--- src/rtl/approx_mul_arbiter.sv ---
// approx_mul_arbiter: round-robin front end for one shared 8x8 approximate multiplier.
// S1 holds the granted operand pair and drives the external core; S2 captures the
// core's product together with the owner's index and offers it on the response channel.
module approx_mul_arbiter #(
  parameter int NREQ = 4,
  parameter int IDW  = 3
) (
  input  logic                clk,
  input  logic                rst,
  input  logic [NREQ-1:0]     req_valid,
  output logic [NREQ-1:0]     req_ready,
  input  logic [8*NREQ-1:0]   req_x,
  input  logic [8*NREQ-1:0]   req_y,
  output logic [7:0]          mul_x,
  output logic [7:0]          mul_y,
  input  logic [15:0]         mul_z,
  output logic                rsp_valid,
  input  logic                rsp_ready,
  output logic [15:0]         rsp_z,
  output logic [IDW-1:0]      rsp_id,
  output logic [15:0]         txn_count
);

  localparam logic [IDW-1:0] PTR_INIT = IDW'(NREQ - 1);

  logic             r_s1Valid;
  logic [7:0]       r_s1X;
  logic [7:0]       r_s1Y;
  logic [IDW-1:0]   r_s1Id;
  logic             r_s2Valid;
  logic [15:0]      r_s2Z;
  logic [IDW-1:0]   r_s2Id;
  logic [15:0]      r_txnCount;
  logic [IDW-1:0]   r_ptr;

  logic             w_advance;
  logic             w_s1Free;
  logic             w_accept;
  logic [NREQ-1:0]  w_grant;
  logic [IDW-1:0]   w_grantIdx;
  logic [7:0]       w_selX;
  logic [7:0]       w_selY;
  logic             w_found;

  // S2 may reload when it is empty or its result is being taken; S1 may reload
  // when it is empty or is moving into S2 this cycle.
  assign w_advance = !r_s2Valid || rsp_ready;
  assign w_s1Free  = !r_s1Valid || w_advance;

  // Circular priority search starting just after the last winner; also muxes
  // the winner's operands so S1 can load them without a variable-width index.
  always_comb begin
    w_grant    = '0;
    w_grantIdx = '0;
    w_selX     = '0;
    w_selY     = '0;
    w_found    = 1'b0;
    for (int k = 1; k <= NREQ; k++) begin
      for (int j = 0; j < NREQ; j++) begin
        if (!w_found && req_valid[j] && (((int'(r_ptr) + k) % NREQ) == j)) begin
          w_found    = 1'b1;
          w_grant[j] = 1'b1;
          w_grantIdx = IDW'(j);
          w_selX     = req_x[8*j +: 8];
          w_selY     = req_y[8*j +: 8];
        end
      end
    end
  end

  assign req_ready = (w_s1Free && !rst) ? w_grant : '0;
  assign w_accept  = |req_ready;

  // Two-stage pipeline, pointer and completion counter; reset drops anything in flight.
  always_ff @(posedge clk) begin
    if (rst) begin
      r_s1Valid  <= 1'b0;
      r_s1X      <= '0;
      r_s1Y      <= '0;
      r_s1Id     <= '0;
      r_s2Valid  <= 1'b0;
      r_s2Z      <= '0;
      r_s2Id     <= '0;
      r_txnCount <= '0;
      r_ptr      <= PTR_INIT;
    end else begin
      if (w_accept) begin
        r_s1Valid <= 1'b1;
        r_s1X     <= w_selX;
        r_s1Y     <= w_selY;
        r_s1Id    <= w_grantIdx;
        r_ptr     <= w_grantIdx;
      end else if (w_advance) begin
        r_s1Valid <= 1'b0;
      end
      if (w_advance) begin
        r_s2Valid <= r_s1Valid;
        r_s2Z     <= mul_z;
        r_s2Id    <= r_s1Id;
      end
      if (r_s2Valid && rsp_ready) begin
        r_txnCount <= r_txnCount + 16'd1;
      end
    end
  end

  assign mul_x     = r_s1X;
  assign mul_y     = r_s1Y;
  assign rsp_valid = r_s2Valid;
  assign rsp_z     = r_s2Z;
  assign rsp_id    = r_s2Id;
  assign txn_count = r_txnCount;

  // Grant sanity: never more than one winner, and never an idle requester.
  always @(posedge clk) begin
    if (!rst) begin
      assert ($onehot0(req_ready));
      assert ((req_ready & ~req_valid) == '0);
    end
  end

endmodule

--- config.mk ---
export PLATFORM = sky130hd
export DESIGN_NAME = approx_mul_arbiter
export DESIGN_NICKNAME = d
export VERILOG_FILES = /design/src/rtl/approx_mul_arbiter.sv
export SDC_FILE = /design/constraint.sdc
export NUM_CORES = 1
export LEC_CHECK = 0
export CAP_MARGIN = 20
export CELL_PAD_IN_SITES_DETAIL_PLACEMENT = 0
export CELL_PAD_IN_SITES_GLOBAL_PLACEMENT = 1
export CORE_MARGIN = 5
export CORE_UTILIZATION = 46
export DETAILED_ROUTE_END_ITERATION = 8
export DONT_BUFFER_PORTS = 1
export PLACE_DENSITY_LB_ADDON = 0.2
export REMOVE_ABC_BUFFERS = 1
export SETUP_SLACK_MARGIN = 0.4
export SYNTH_ARGS = -nofsm -noshare
export SYNTH_HDL_FRONTEND = slang
export SYNTH_SLANG_ARGS = --single-unit
--- constraint.sdc ---
create_clock -name clk -period 3.45 [get_ports clk]
set_clock_uncertainty 0.15 [all_clocks]
set_input_delay 1.035 -clock clk [delete_from_list [all_inputs] [get_ports clk]]
set_output_delay 1.035 -clock clk [all_outputs]
set_load 0.005 [all_outputs]
; ---- After elaboration in Yosys (flattened, before gate mapping)
; Cells that the tools add are included.
[classes]
add_sub_neg = 5
n_reduce_logical = 63
muxes = 80
bitwise = 4
n_eq_ne = 12
[op_table]
columns = cell, n
row1 = $mux 8, 32
row2 = $logic_not 32->1, 4
row3 = $mux 3, 14
row4 = $logic_and 1x1->1, 33
row5 = $mux 1, 33
row6 = $eq 3x3->1 const B, 8
row7 = $logic_not 1->1, 18
row8 = $add 16x1->16 const B, 1
row9 = $eq 3x2->1 const B, 4
row10 = $reduce_or 2->1, 4
row11 = $add 2x1->2 const B, 2
row12 = $add 2x2->2 const B, 2
row13 = $and 1x1->1 const A, 4
row14 = $mux 4, 1
row15 = $reduce_or 4->1, 1
row16 = $logic_or 1x1->1, 2
row17 = $reduce_bool 2->1, 1
[word_totals]
input_bits = 87
output_inout_bits = 56
elab_cells = 173
regBits = 58

; ---- Logic depth before layout (Yosys ltp)
[logic_depth]
depth_word = 69
depth_mapped = 10
depth_no_buf = 6

; ---- Worst setup path after synthesis
; Ideal clock, no wire load.
[synth_timing]
kind = input to output
startpoint = input req_valid[3]
endpoint = output req_ready[0]
t_required_ns = 2.265
arrival_time_ns = 2.123
n_path_buf = 4
stages = 7
setup_slack_ns = 0.142
path_cell_list = buf_2 > buf_2 > buf_2 > buf_1 > nor2_1 > o221ai_1 > nor2_1
[synth_between]
elab_chain_cells = 40
word_cells_on_any_way = 42
classes_between = mux: 13 / reduce/logical: 29
[synth_rtl]
columns = element, line
row1 = start: declaration, 10  ; input logic [NREQ-1:0] req_valid,
row2 = $logic_and 1x1->1 (2 in series), 60  ; if (!w_found && req_valid[j] && (((int'(r_ptr) + k) % NREQ) == j)) begin
row3 = $mux 1, 60
row4 = $logic_not 1->1, 60
row5 = $logic_and 1x1->1 (2 in series), 60
row6 = $mux 1, 60
row7 = $logic_not 1->1, 60
row8 = $logic_and 1x1->1 (2 in series), 60
row9 = $mux 1, 60
row10 = [19 not listed], -
row11 = $mux 1, 60
row12 = $logic_not 1->1, 60
row13 = $logic_and 1x1->1 (2 in series), 60
row14 = $mux 1, 60
row15 = $logic_not 1->1, 60
row16 = $logic_and 1x1->1 (2 in series), 60
row17 = $mux 1 (*), 60
row18 = $mux 4 (*), 71  ; assign req_ready = (w_s1Free && !rst) ? w_grant : '0;
row19 = end: declaration, 11  ; output logic [NREQ-1:0] req_ready,
; Mark *: on every way between the ends. The rest lies on a longest branch, timed or not.

; ---- Worst setup path in the final report
[layout_timing]
startpoint = input req_valid[0]
endpoint = output req_ready[3]
[layout_between]
elab_chain_cells = 63
word_cells_on_any_way = 66
classes_between = mux: 20 / reduce/logical: 46
[layout_rtl]
columns = element, line
row1 = $logic_and 1x1->1, 60
row2 = $mux 1, 60
row3 = $logic_not 1->1, 60
row4 = $logic_and 1x1->1 (2 in series), 60
row5 = $mux 1, 60
row6 = $logic_not 1->1, 60
row7 = $logic_and 1x1->1 (2 in series), 60
row8 = $mux 1, 60
row9 = [43 not listed], -
row10 = $mux 1, 60
row11 = $logic_not 1->1, 60
row12 = $logic_and 1x1->1 (2 in series), 60
row13 = $mux 1, 60
row14 = $logic_not 1->1, 60
row15 = $logic_and 1x1->1 (2 in series), 60
row16 = $mux 1 (*), 60
row17 = $mux 4 (*), 71
; Marked as above.

==> impl_metrics.yaml <==
setup_path:
  path_buf_inv: 0
  cp_slowest_stage_delay_ns: 0.22
  crit_type: "primary input to primary output"
  crit_family: "simple AND/OR/NAND/NOR gates"
  crit_arrival_ns: 1.76
  critPathSlowestCell: "nor2_1"
  critPathRequiredTime_ns: 2.26
  endpoint_kind: "primary output"
  cp-start-kind: "primary input"
  crit_chain: "nor2_2 -> a21oi_1 -> o21ai_0 -> nand2_1 -> nor2_1"
  path_max_fanout: 26
logic_synthesis:
  syn_area_um2: 4580
  synth_most_common_cell: "nand2_1"
  ys_seq_area_share_pct: 24.5
  ys_ff_latch: 56
  synth_edf_count: 0
  async_flop_share_pct: 0
  dominantRegCellSynth: "dfxtp_1"
  synth_simple_gate_area_share_pct: 27.5
  yosysTopAreaCellShare_pct: 24.5
  synthMuxAreaShare_pct: 0.437
  synth_adder_area_share_pct: 0.273
  synth_top_cells_by_count: "79 x nand2_1, 56 x dfxtp_1, 54 x nor2_1, 51 x a21oi_1, 34 x o21ai_0"
  syn_area_per_cell_um2: 7.30
  ys_types: 76
  yosys.area.top_type: "dfxtp_1"
  synthXorXnorAreaFrac_pct: 2.49
  synth_compound_area_share_pct: 37.9
  yosysWarnings: 0
  synth_top_family_by_area: "compound AO/OA/AOI/OAI gates"
  netlist_instances: 627
  synth_area_leaders: "dfxtp_1 24%, nand2_1 6.5%, a21oi_1 5.6%"
global_routing:
  grt_start_max_net_pins: 50
  grt_pass1_vias: 4824
  grt.overflow.total: 0
  grt_pass1_wl_mm: 25.7
  grt_usage_pct: 27.0
  antenna_found_initial: 0
drt:
  highest_layer: "met4"
  postRouteAntennaNets: 0
  routed_via_density: 7.12
  routed_wl_mm: 16.8
  dr_wl_met2_mm: 7.62
  drcViolationCount: 0
  via_count: 5211
  dr.pass1.iters: 6
  routed-wl-met3_mm: 2.17
  wirelength_met1_mm: 6.58
  drtIter0Drc: 775
  routedWlPerCell_um: 23.0
final_layout:
  drive_above_1_share_pct: 8.35
  fillers: 1024
  diodes: 0
  area.growth.synth_to_final_pct: 3.01
  finish.instance_area_um2: 4720
  fin_util_pct: 48.5
  regArea_um2: 1130
  multi_input_area_um2: 3160
  fin_nets: 686
power:
  powerDensity_nw_per_um2: 319
  switching_power_uw: 498
  clkPwrFrac_pct: 25.2
  p_int_mw: 1.01
  power_frac_seq_pct: 49.8
  leakage_nw: 1.62
  vdd_ir_drop_max_mv: 0.165
  p_comb_share_pct: 25.0
  p_sw_share_pct: 33.1
  p_total_mw: 1.50
sta:
  min_period_over_period_pct: 85.3
  finalCriticalPeriod_ns: 2.94
  rsz0062_at_grt: "no"
  hold_viol_final: 0
  maxSlewViolCount: 0
  fmax_mhz: 340
  tightestPinTransition_ns: 0.724
  slew_headroom_pct: 51.7
  setup_violations: 0
  finalSetupTns_ns: 0
cts:
  clk_path_buf_depth: 2
  cts_num_sinks: 56
  cts_tree: "done"
  cts.htree.levels: 2
  path_clk_slew_ns: 0.11
  cts_buffers: 5
  insertion_delay_ns: 0.32
  cts-root-buf: "clkbuf_8"
placed_design:
  dpl-instance-area_um2: 4620
  dp.final_hpwl_mm: 11.9
  io_buffers: 0
  gp_congestion: 0.947
floorplan:
  pin_count: 143
  die_y_um: 110
  die_area_um2: 12000
  start_util_pct: 47.1
  fp.dieW_um: 110
  core_area_um2: 9730
  num_rows: 36
status:
  status: "finished, final reports clean"
worst_hold_path:
  min_path_type: "flop to flop"
job:
  cap_violations: 0
-- registers in the layout, summed over array words and instances (netlist names) --
signal,count
mul_x,8
mul_y,8
r_ptr,2
r_s1Id,2
r_s1Valid,1
rsp_id,2
rsp_valid,1
rsp_z,16
txn_count,16
-- routing by layer --
metal  vias to the layer above  global-route usage [%]
met1                      2447                    34.8
met5                         -                       0
met3                        43                    7.46
met2                       367                    43.2
li1                       2354                       -
met4                         0                    9.08
-- area by class of cell --
class / instances / area share, %
Clock buffer: 6 / 1.54
Clock inverter: 2 / 0.345
Inverter: 5 / 0.398
Multi-Input combinational cell: 509 / 67.0
Sequential cell: 56 / 23.9
Tap cell: 133 / 3.53
Timing Repair Buffer: 21 / 3.34
-- kinds of logic after synthesis --
logic type | count (synthesis)
other | 1
and+or+nand+nor | 247
DFF | 56
xor gates and xnor gates | 13
muxes | 2
adders and majority gates | 1
AOI/OAI and AO/OA | 245
buffers and inverters | 62
-- worst register-to-register path, stage by stage (launching register included) --
cell,delay [ns]
dfxtp_4,0.45
buf_4,0.26
nor4b_2,0.60
nand2_1,0.36
o22a_1,0.28
o221ai_1,0.09
a2bb2oi_1,0.21
o32ai_1,0.09
-- power by group through the flow --
stage               clock [mW]  sequential, mW  combinational [mW]
floorplan                    0           0.759               0.261
global placement             0           0.764               0.362
detailed placement           0           0.765               0.368
CTS                      0.398           0.750               0.370
global route             0.414           0.758               0.414
finish                   0.380           0.749               0.376
-- stage by stage --
stage / instances / hold WS (ns) / setup WS, ns
4_1_cts: 732 / 0.320 / 0.428
3_5_place_dp: 724 / 0.300 / 0.432
5_1_grt: 732 / 0.342 / 0.431
6_report: 732 / 0.320 / 0.506
2_1_floorplan: 570 / 0.276 / 0.00985
3_3_place_gp: 724 / 0.296 / 0.475
-- what timing repair did --
item | 4_1_cts | 5_1_grt
setup endpoints to repair | 0 | 3
resized for setup | 0 | 4
hold buffers | 0 | 0
setup buffers | 0 | 0
-- path summary, 6_finish.rpt --
kind                  endpoint  cells past startpoint          from  slack [ns]
setup / recovery  req_ready[3]                      5  req_valid[0]        0.51
hold / removal       rsp_id[1]                      2     r_s1Id[1]        0.32
setup reg to reg      mul_y[4]                      7      r_ptr[0]        0.84
hold reg to reg      rsp_id[1]                      2     r_s1Id[1]        0.32
-- cell usage in the layout (no fill, tap or decap), types with 3 or more instances in the layout --
| cell | n |
|---|---|
| a221oi_1 | 13 |
| a211o_1 | 3 |
| a31oi_1 | 5 |
| nor2b_1 | 5 |
| nand2b_1 | 8 |
| and3_1 | 14 |
| nand4_1 | 13 |
| xor2_1 | 9 |
| nand2_1 | 79 |
| and2_0 | 3 |
| xnor2_1 | 4 |
| nor3_1 | 4 |
| a22oi_1 | 19 |
| clkbuf_8 | 5 |
| or2_2 | 3 |
| a211oi_1 | 12 |
| or3_1 | 6 |
| o211ai_1 | 9 |
| o21ai_1 | 3 |
| o21ai_0 | 34 |
| a2111oi_0 | 5 |
| o22ai_1 | 24 |
| a22o_1 | 11 |
| buf_4 | 21 |
| a222oi_1 | 6 |
| o22a_1 | 3 |
| dfxtp_1 | 54 |
| inv_1 | 3 |
| o221ai_1 | 12 |
| a32oi_1 | 4 |
| a221o_1 | 9 |
| a21oi_1 | 51 |
| a311oi_1 | 3 |
| and2_1 | 7 |
| nand3_1 | 27 |
| nor2_1 | 53 |
No activity file was read; power rests on OpenSTA's default activity.
